--- src/rtl/wb_stage_if.sv ---
// Writeback-stage bus: execute handshake, data-memory load port, register-file
// write port, retire counter and commit trace.
interface wb_stage_if #(
   parameter int INSTRET_W = 64
);
   logic                 ex_valid;
   logic                 ex_ready;
   logic [4:0]           ex_rd;
   logic [63:0]          ex_result;
   logic                 ex_is_load;
   logic [2:0]           ex_funct3;
   logic [63:0]          ex_pc;
   logic [31:0]          ex_instr;
   logic                 mem_req;
   logic [63:0]          mem_addr;
   logic                 mem_rvalid;
   logic [63:0]          mem_rdata;
   logic                 wr_en;
   logic [4:0]           wr_addr;
   logic [63:0]          wr_data;
   logic                 load_err;
   logic [INSTRET_W-1:0] instret;
   logic                 commit_valid;
   logic [63:0]          commit_pc;
   logic [31:0]          commit_instr;

   // The writeback stage is the slave; execute, memory and consumers form the master side.
   modport slave (
      input  ex_valid, ex_rd, ex_result, ex_is_load, ex_funct3, ex_pc, ex_instr,
             mem_rvalid, mem_rdata,
      output ex_ready, mem_req, mem_addr, wr_en, wr_addr, wr_data, load_err,
             instret, commit_valid, commit_pc, commit_instr
   );

   modport master (
      output ex_valid, ex_rd, ex_result, ex_is_load, ex_funct3, ex_pc, ex_instr,
             mem_rvalid, mem_rdata,
      input  ex_ready, mem_req, mem_addr, wr_en, wr_addr, wr_data, load_err,
             instret, commit_valid, commit_pc, commit_instr
   );
endinterface

--- src/rtl/wb_stage.sv ---
// Writeback stage: retires ALU results and load returns into the register file.
// Optional commit trace enabled by defining WB_COMMIT_TRACE_EN.
module wb_stage #(
   parameter int LOAD_TIMEOUT = 0,
   parameter int INSTRET_W    = 64
) (
   input logic       clk,
   input logic       rst,
   wb_stage_if.slave bus
);
   typedef enum logic {S_IDLE, S_LOAD_WAIT} state_e;

   localparam int CNT_W = (LOAD_TIMEOUT > 1) ? $clog2(LOAD_TIMEOUT) : 1;
   localparam logic [CNT_W-1:0] TMO_LAST = CNT_W'(LOAD_TIMEOUT - 1);

   state_e               state_q, state_d;
   logic [CNT_W-1:0]     tmo_cnt_q, tmo_cnt_d;
   logic [4:0]           ld_rd_q;
   logic [2:0]           ld_funct3_q;
   logic [2:0]           ld_off_q;
   logic                 wr_en_q, wr_en_d;
   logic [4:0]           wr_addr_q, wr_addr_d;
   logic [63:0]          wr_data_q, wr_data_d;
   logic                 load_err_q, load_err_d;
   logic [INSTRET_W-1:0] instret_q, instret_d;
   logic                 retire;
   logic [4:0]           ret_rd;
   logic [63:0]          ret_val;
   logic                 expire;

   function automatic logic [63:0] extract(input logic [63:0] rdata,
                                           input logic [2:0]  off,
                                           input logic [2:0]  funct3);
      logic [63:0] sh;
      logic [63:0] res;
      sh = rdata >> {off, 3'b000};
      case (funct3)
         3'b000:  res = {{56{sh[7]}},  sh[7:0]};
         3'b001:  res = {{48{sh[15]}}, sh[15:0]};
         3'b010:  res = {{32{sh[31]}}, sh[31:0]};
         3'b100:  res = {56'd0, sh[7:0]};
         3'b101:  res = {48'd0, sh[15:0]};
         3'b110:  res = {32'd0, sh[31:0]};
         default: res = sh;
      endcase
      return res;
   endfunction

   assign bus.ex_ready = (state_q != S_LOAD_WAIT);
   assign bus.mem_req  = bus.ex_valid & bus.ex_ready & bus.ex_is_load;
   assign bus.mem_addr = bus.ex_result;
   assign expire       = (LOAD_TIMEOUT != 0) && (tmo_cnt_q == TMO_LAST);

   always_comb begin
      // NOTE: every signal written here gets a default first, so no latch is inferred.
      state_d    = state_q;
      tmo_cnt_d  = tmo_cnt_q;
      load_err_d = 1'b0;
      retire     = 1'b0;
      ret_rd     = 5'd0;
      ret_val    = 64'd0;
      case (state_q)
         S_IDLE: begin
            if (bus.ex_valid) begin
               if (bus.ex_is_load) begin
                  state_d   = S_LOAD_WAIT;
                  tmo_cnt_d = '0;
               end else begin
                  retire  = 1'b1;
                  ret_rd  = bus.ex_rd;
                  ret_val = bus.ex_result;
               end
            end
         end
         S_LOAD_WAIT: begin
            // A return in the expiry cycle still completes the load.
            if (bus.mem_rvalid) begin
               retire  = 1'b1;
               ret_rd  = ld_rd_q;
               ret_val = extract(bus.mem_rdata, ld_off_q, ld_funct3_q);
               state_d = S_IDLE;
            end else if (expire) begin
               load_err_d = 1'b1;
               state_d    = S_IDLE;
            end else begin
               tmo_cnt_d = tmo_cnt_q + 1'b1;
            end
         end
         default: state_d = S_IDLE;
      endcase

      // x0 retires without touching the write port; address/data hold otherwise.
      wr_en_d   = retire && (ret_rd != 5'd0);
      wr_addr_d = wr_en_d ? ret_rd  : wr_addr_q;
      wr_data_d = wr_en_d ? ret_val : wr_data_q;
      instret_d = instret_q + INSTRET_W'(retire);
   end

   // NOTE: sequential state uses non-blocking assignments only, so every register samples pre-edge values.
   always_ff @(posedge clk or negedge rst) begin
      if (!rst) begin
         state_q    <= S_IDLE;
         tmo_cnt_q  <= '0;
         wr_en_q    <= 1'b0;
         wr_addr_q  <= 5'd0;
         wr_data_q  <= 64'd0;
         load_err_q <= 1'b0;
         instret_q  <= '0;
      end else begin
         state_q    <= state_d;
         tmo_cnt_q  <= tmo_cnt_d;
         wr_en_q    <= wr_en_d;
         wr_addr_q  <= wr_addr_d;
         wr_data_q  <= wr_data_d;
         load_err_q <= load_err_d;
         instret_q  <= instret_d;
      end
   end

   // NOTE: load-capture registers are not reset; they are only read in LOAD_WAIT, reachable only after a capture.
   always_ff @(posedge clk) begin
      if (bus.mem_req) begin
         ld_rd_q     <= bus.ex_rd;
         ld_funct3_q <= bus.ex_funct3;
         ld_off_q    <= bus.ex_result[2:0];
      end
   end

   assign bus.wr_en    = wr_en_q;
   assign bus.wr_addr  = wr_addr_q;
   assign bus.wr_data  = wr_data_q;
   assign bus.load_err = load_err_q;
   assign bus.instret  = instret_q;

`ifdef WB_COMMIT_TRACE_EN
   logic [63:0] ld_pc_q;
   logic [31:0] ld_instr_q;
   logic        commit_valid_q;
   logic [63:0] commit_pc_q;
   logic [31:0] commit_instr_q;

   always_ff @(posedge clk) begin
      if (bus.mem_req) begin
         ld_pc_q    <= bus.ex_pc;
         ld_instr_q <= bus.ex_instr;
      end
   end

   always_ff @(posedge clk or negedge rst) begin
      if (!rst) begin
         commit_valid_q <= 1'b0;
         commit_pc_q    <= 64'd0;
         commit_instr_q <= 32'd0;
      end else begin
         commit_valid_q <= retire;
         if (retire) begin
            commit_pc_q    <= (state_q == S_LOAD_WAIT) ? ld_pc_q    : bus.ex_pc;
            commit_instr_q <= (state_q == S_LOAD_WAIT) ? ld_instr_q : bus.ex_instr;
         end
      end
   end

   assign bus.commit_valid = commit_valid_q;
   assign bus.commit_pc    = commit_pc_q;
   assign bus.commit_instr = commit_instr_q;
`else
   logic unused_trace;
   assign unused_trace     = ^{bus.ex_pc, bus.ex_instr};
   assign bus.commit_valid = 1'b0;
   assign bus.commit_pc    = 64'd0;
   assign bus.commit_instr = 32'd0;
`endif
endmodule

--- src/flat_wrapper.sv ---
// flat-port wrapper written by rule: the top's interface ports become plain ports
module wb_stage_flat 
#(
   parameter int LOAD_TIMEOUT = 0,
   parameter int INSTRET_W    = 64
)
  (clk, rst, bus_ex_valid, bus_ex_rd, bus_ex_result, bus_ex_is_load, bus_ex_funct3, bus_ex_pc, bus_ex_instr, bus_mem_rvalid, bus_mem_rdata, bus_ex_ready, bus_mem_req, bus_mem_addr, bus_wr_en, bus_wr_addr, bus_wr_data, bus_load_err, bus_instret, bus_commit_valid, bus_commit_pc, bus_commit_instr);
  wb_stage_if #(.INSTRET_W(INSTRET_W)) bus_i ();
  input logic clk;
  input logic rst;
  input wire logic [$bits(bus_i.ex_valid)-1:0] bus_ex_valid;
  input wire logic [$bits(bus_i.ex_rd)-1:0] bus_ex_rd;
  input wire logic [$bits(bus_i.ex_result)-1:0] bus_ex_result;
  input wire logic [$bits(bus_i.ex_is_load)-1:0] bus_ex_is_load;
  input wire logic [$bits(bus_i.ex_funct3)-1:0] bus_ex_funct3;
  input wire logic [$bits(bus_i.ex_pc)-1:0] bus_ex_pc;
  input wire logic [$bits(bus_i.ex_instr)-1:0] bus_ex_instr;
  input wire logic [$bits(bus_i.mem_rvalid)-1:0] bus_mem_rvalid;
  input wire logic [$bits(bus_i.mem_rdata)-1:0] bus_mem_rdata;
  output wire logic [$bits(bus_i.ex_ready)-1:0] bus_ex_ready;
  output wire logic [$bits(bus_i.mem_req)-1:0] bus_mem_req;
  output wire logic [$bits(bus_i.mem_addr)-1:0] bus_mem_addr;
  output wire logic [$bits(bus_i.wr_en)-1:0] bus_wr_en;
  output wire logic [$bits(bus_i.wr_addr)-1:0] bus_wr_addr;
  output wire logic [$bits(bus_i.wr_data)-1:0] bus_wr_data;
  output wire logic [$bits(bus_i.load_err)-1:0] bus_load_err;
  output wire logic [$bits(bus_i.instret)-1:0] bus_instret;
  output wire logic [$bits(bus_i.commit_valid)-1:0] bus_commit_valid;
  output wire logic [$bits(bus_i.commit_pc)-1:0] bus_commit_pc;
  output wire logic [$bits(bus_i.commit_instr)-1:0] bus_commit_instr;
  assign bus_i.ex_valid = bus_ex_valid;
  assign bus_i.ex_rd = bus_ex_rd;
  assign bus_i.ex_result = bus_ex_result;
  assign bus_i.ex_is_load = bus_ex_is_load;
  assign bus_i.ex_funct3 = bus_ex_funct3;
  assign bus_i.ex_pc = bus_ex_pc;
  assign bus_i.ex_instr = bus_ex_instr;
  assign bus_i.mem_rvalid = bus_mem_rvalid;
  assign bus_i.mem_rdata = bus_mem_rdata;
  assign bus_ex_ready = bus_i.ex_ready;
  assign bus_mem_req = bus_i.mem_req;
  assign bus_mem_addr = bus_i.mem_addr;
  assign bus_wr_en = bus_i.wr_en;
  assign bus_wr_addr = bus_i.wr_addr;
  assign bus_wr_data = bus_i.wr_data;
  assign bus_load_err = bus_i.load_err;
  assign bus_instret = bus_i.instret;
  assign bus_commit_valid = bus_i.commit_valid;
  assign bus_commit_pc = bus_i.commit_pc;
  assign bus_commit_instr = bus_i.commit_instr;
  wb_stage #(.LOAD_TIMEOUT(LOAD_TIMEOUT), .INSTRET_W(INSTRET_W)) u_core (.clk(clk), .rst(rst), .bus(bus_i));
endmodule
--- config.mk ---
export PLATFORM = sky130hd
export DESIGN_NAME = wb_stage_flat
export DESIGN_NICKNAME = d
export VERILOG_FILES = /design/src/rtl/wb_stage_if.sv /design/src/rtl/wb_stage.sv /design/src/flat_wrapper.sv
export SDC_FILE = /design/constraint.sdc
export NUM_CORES = 1
export LEC_CHECK = 0
export ABC_AREA = 1
export CORE_AREA = 2 2 212 214
export DETAILED_ROUTE_END_ITERATION = 6
export DIE_AREA = 0 0 214 216
export DONT_BUFFER_PORTS = 1
export HOLD_SLACK_MARGIN = 0.1
export PLACE_DENSITY = 0.39
export SLEW_MARGIN = 20
export SYNTH_ARGS = -nofsm -noshare
export SYNTH_HDL_FRONTEND = slang
export SYNTH_SLANG_ARGS = --single-unit
--- constraint.sdc ---
create_clock -name clk -period 6.7 [get_ports clk]
set_clock_uncertainty 0.05 [all_clocks]
set_input_delay 1.34 -clock clk [delete_from_list [all_inputs] [get_ports clk]]
set_output_delay 1.34 -clock clk [all_outputs]
set_load 0.03 [all_outputs]
==> Word level (Yosys, flattened, before mapping) <==
Index checks and enable logic that the tools add are counted.
{ "totals": {"reg_bits": 146, "in_bits": 237, "output_inout_bits": 298, "elab_cells": 38} }
{ "classes": {"addsub": 1, "eq_ne": 5, "shifts": 1, "n_mux": 17, "bitwise_logic": 3, "n_reduce_logical": 3} }
{ "op_table": {"columns": ["op", "n"], "rows": [
  ["$pmux W64 S6", 1],
  ["$mux W64", 3],
  ["$pmux W64 S2", 1],
  ["$add A64 B1 Y64", 1],
  ["$shr A64 B6 Y64", 1],
  ["$mux W5", 3],
  ["$pmux W5 S2", 1],
  ["$eq A3 B3 Y1 const B", 3],
  ["$mux W1", 6],
  ["$reduce_bool A5 Y1", 1],
  ["$pmux W1 S2", 2],
  ["$eq A3 B1 Y1 const B", 1],
  ["$eq A3 B2 Y1 const B", 1],
  ["$logic_not A3 Y1", 1],
  ["$and A1 B1 Y1", 2],
  ["$logic_and A1 B1 Y1", 1],
  ["$not A1 Y1", 1]
]} }

==> Longest topological paths before layout <==
{ "depth": {"word_depth": 5, "depth_mapped": 17, "depth_no_buf": 14} }

==> Least setup slack after synthesis <==
Ideal clock, no wire load.
{ "synth_timing": {"kind": "input -> register", "from": "input port bus_ex_valid", "to": "register u_core.instret_q[48] (netlist: u_core.bus.instret[48])", "setup_time_ns": 0.134, "arrival_ns": 3.521, "t_required_ns": 6.516, "path_slack_ns": 2.995, "cell_stages": 15, "path_buffers": 3, "path_cell_list": "nand2_1 nor2_2 buf_2 inv_1 buf_2 buf_2 nand2_1 ha_1 ha_1 nand2_1 nor2_1 inv_1 nor2_1 nand3_1 xnor2_1"} }
{ "synth_via": {"elab_chain_len": 3} }
{ "synth_rtl": {"columns": ["item", "line", "source"], "rows": [
  ["from (decl)", "flat_wrapper.sv:11", "input wire logic [$bits(bus_i.ex_valid)-1:0] bus_ex_valid;"],
  ["$mux W1", "wb_stage.sv:64", "if (bus.ex_valid) begin"],
  ["$pmux W1 S2", "wb_stage.sv:62", "case (state_q)"],
  ["$add A64 B1 Y64", "wb_stage.sv:96", "instret_d = instret_q + INSTRET_W'(retire);"],
  ["via u_core.instret_d[48]", "wb_stage.sv:25", "logic [INSTRET_W-1:0] instret_q, instret_d;"],
  ["to (signal assigned)", "wb_stage.sv:116", "instret_q <= instret_d;"],
  ["to (decl)", "wb_stage.sv:25", null]
]} }
The timed path passes the listed nets, and every way through them passes these cells.
A chain may end at the register's enable or synchronous reset.

==> Worst setup path in the final report <==
{ "layout_timing": {"from": "input port bus_ex_valid", "to": "register u_core.instret_q[60] (netlist: u_core.bus.instret[60])"} }
The elaborated chain is that of the path after synthesis.

==> flow_summary.ini <==
[layout]
share_of_post_route_cells_with_drive_strength_above_1 = 0.0394
final_net_count = 1748
num-fill-cells = 5011
seqCellArea_sq_mm = 0.00371
synthToLayoutAreaGrowth_pct = 1.37
stdcell_area_sq_mm = 0.0111
post-route-util = 0.252
multiInputGateArea_sq_mm = 0.00550

[floorplanning]
die_x_um = 214
initial_utilization = 0.249
chipHeight_um = 216
core.rowCount = 77
design.die.area_sq_mm = 0.0462
placeableCoreArea_sq_mm = 0.0438
design.portCount = 535

[critical_path]
arrival_ps = 4500
cp-endpoint = u_core.bus.instret[60]
reg2reg_depth = 10
timing.critical_path.cells = nand2_1 > nor2_2 > inv_2 > buf_4 > nand2_1 > ha_1 > ha_1 > inv_1 > nor2_1 > inv_1 > nor2_1 > nand2_1 > nor2_1 > xor2_1
rrSetupSlack_ps = 2770
timing_startpoint_of_the_critical_path = bus_ex_valid
critical_path.endpoint_type = flip-flop
critical_path.max_fanout = 58
path_class = input port to flip-flop
worst_r2r_startpoint = u_core.ld_off_q[1]
cpMaxStageDelayCell = sky130_fd_sc_hd__nor2_2
cp-start-kind = input port
worstReg2RegEnd = u_core.bus.wr_data[55]
timing.critical_path.slowest_cell_delay_ps = 610
worstPathRequired_ps = 7040

[logic_synthesis]
synth_flop_cell = sky130_fd_sc_hd__dfrtp_1
synthDominantCellAreaShare = 0.310
postSynth.asyncResetShare = 0.925
yosysSeqAreaShare = 0.340
syn_area_sq_mm = 0.0109
yosys_warnings = 0
synth_edf_count = 11
netlist_top_cells_area = sky130_fd_sc_hd__dfrtp_1 (31%), sky130_fd_sc_hd__nand2_1 (12%), sky130_fd_sc_hd__buf_4 (12%)
most_frequent_cell_after_synthesis = sky130_fd_sc_hd__nand2_1
netlist.top_cell.by_area = sky130_fd_sc_hd__dfrtp_1
yosys-top-cells-count = sky130_fd_sc_hd__nand2_1 (356), sky130_fd_sc_hd__nor2_1 (276), sky130_fd_sc_hd__buf_4 (170)
synth-seq-cells = 146
mapped_cells = 1621
syn_area_per_cell_sq_um = 6.73
yosys.cell_types.count = 36

[power]
p_per_area_mw_per_mm2 = 253
p_leak_nw = 5.27
worst_vdd_rail_ir_drop_mv = 0.153

[route]
drtIter0Drc = 646
dr.pass1.iters = 5
post_drt_wl_per_cell_um = 19.6
routed-via-count = 9701
routed_via_density = 4.58
drc = 0
wirelength_mm = 41.4
route.antenna.remaining_nets = 0

[outcome]
run_status = finished clean

[sta]
final_report_hold_violation_count = 0
fin_crit_sh = 0.621
max_slew_violations = 0
report.final.setup_viol = 0
maximum_clock_rate_mhz = 240
whs_ps = 464
timing.setup.tns_ps = 0
unrepaired_setup_endpoints_after_global_routing = no
post-route-min-period_ps = 4160
timing.slew.headroom = 0.456
tightestPinTransition_ps = 816

[min_path]
worst_hold_path_type = flip-flop to flip-flop

[flow_run]
cap_violations = 0

[place]
hpwl_mm = 32.1
placedInstanceArea_sq_mm = 0.0105
globalplace.congestion = 0.880
total_of_buffers_placed_on_input_and_output_ports = 0

[clocking]
buffer_type_at_the_clock_tree_root = sky130_fd_sc_hd__clkbuf_16
cts.repair.resized = 0
clock_sinks = 146
cts_tree = built
clk_transition_reported_paths_ps = 80
cts_buffer_depth = 2
cts.hold.buffers_added = 0
postCtsSetupBuffers = 0
clkLatencyLatePin_ps = 460
cts_max_level = 4
cts_inserted_buffers = 17

[grt]
grt_first_pass_wirelength_mm = 61.1
antenna_found_initial = 1
globalRoute.totalOverflow = 0
track_usage = 0.178
via_count_of_the_first_global_routing_pass = 9646
grt_max_degree = 136
flip-flops by register name, summed over array words and instances, names as in the netlist:
name / cells
u_core.bus.instret: 64
u_core.bus.wr_data: 64
u_core.bus.wr_addr: 5
u_core.ld_rd_q: 5
u_core.ld_funct3_q: 3
u_core.ld_off_q: 3
u_core.bus.wr_en: 1
u_core.state_q: 1
metal layers:
layer / vias to the layer above / GRT usage / wire length, um / share of wire
met3: 70 / 0.0584 / 3390 / 0.082
met2: 389 / 0.284 / 19000 / 0.46
met4: 0 / 0.0734 / 1360 / 0.033
met5: - / 0 / 0 / 0
li1: 4708 / - / - / -
met1: 4534 / 0.220 / 17600 / 0.43
kinds of logic (layout without fill, tap and decap cells):
family,Yosys count,after routing,synth area share
other,1,100,0.000344
adder cells (fa/ha/maj),2,2,0.00229
AO/OA/AOI/OAI,213,213,0.105
AND/OR/NAND/NOR,832,832,0.314
XOR/XNOR,60,60,0.0482
flip-flops,146,146,0.340
buffers and inverters,367,171,0.189
layout make-up:
class,instances,share of cell area
antenna,2,0.000453
clock buffer,17,0.0385
clock inverter,15,0.0109
inverter,130,0.0443
multi-input combinational,1205,0.497
sequential,146,0.335
tap,592,0.0670
timing repair buffer,9,0.00611
worst max-delay path, delay by kind of cell:
kind | cells | cell delay [ps]
adders and majority gates | 2 | 570
buffers and inverters | 4 | 550
xor gates and xnor gates | 1 | 150
and+or+nand+nor | 7 | 1850
metrics by stage:
stage	power [mW]	std cells	worst slack (ps)
after floorplan	1.87	1718	2990
after global placement	1.90	2082	1980
after detailed placement	1.90	2082	1960
after CTS	2.85	2114	2440
after global routing	2.96	2114	2130
final	2.80	2116	2540
layout by cell type, fill, tap and decap left out, types with 2 or more instances in the layout:
cell                        netlist  layout
sky130_fd_sc_hd__nand2_1        356     356
sky130_fd_sc_hd__nor2_1         276     275
sky130_fd_sc_hd__nand3_1        137     137
sky130_fd_sc_hd__dfrtp_1        135     135
sky130_fd_sc_hd__inv_1          126     124
sky130_fd_sc_hd__a21oi_1        106     106
sky130_fd_sc_hd__conb_1           1      98
sky130_fd_sc_hd__o21ai_0         68      68
sky130_fd_sc_hd__xor2_1          41      41
sky130_fd_sc_hd__nor3_1          32      32
sky130_fd_sc_hd__o211ai_1        23      23
sky130_fd_sc_hd__xnor2_1         19      19
sky130_fd_sc_hd__nand4_1         17      17
sky130_fd_sc_hd__clkbuf_16        0      17
sky130_fd_sc_hd__edfxtp_1        11      11
sky130_fd_sc_hd__buf_4          170       9
sky130_fd_sc_hd__o21ai_1          7       7
sky130_fd_sc_hd__inv_6            0       6
sky130_fd_sc_hd__inv_2            3       5
sky130_fd_sc_hd__nand2_2          4       4
sky130_fd_sc_hd__or2_2            4       4
sky130_fd_sc_hd__clkinv_2         0       4
sky130_fd_sc_hd__a22oi_1          3       3
sky130_fd_sc_hd__inv_8            0       3
sky130_fd_sc_hd__diode_2          0       2
sky130_fd_sc_hd__nor2_2           1       2
sky130_fd_sc_hd__a21boi_1         2       2
sky130_fd_sc_hd__inv_4            1       2
sky130_fd_sc_hd__o31ai_1          2       2
sky130_fd_sc_hd__ha_1             2       2
power by group:
group / total [mW] / leakage, nW / switching [mW] / internal, mW
combinational: 0.499 / 3.20 / 0.367 / 0.132
clock: 0.929 / 0.275 / 0.445 / 0.484
sequential: 1.37 / 1.79 / 0.361 / 1.01
worst min-delay path by stage:
stage	from	to	slack [ps]	cells after the start
floorplan	u_core.ld_rd_q[3]	u_core.bus.wr_addr[3]	430	2
global placement	u_core.ld_rd_q[4]	u_core.bus.wr_addr[4]	450	2
detailed placement	u_core.ld_rd_q[4]	u_core.bus.wr_addr[4]	460	2
CTS	u_core.ld_rd_q[4]	u_core.bus.wr_addr[4]	470	2
global route	rst	u_core.bus.wr_data[36]	490	0
finish	u_core.ld_rd_q[4]	u_core.bus.wr_addr[4]	460	2
No activity file was read; power rests on OpenSTA's default activity.
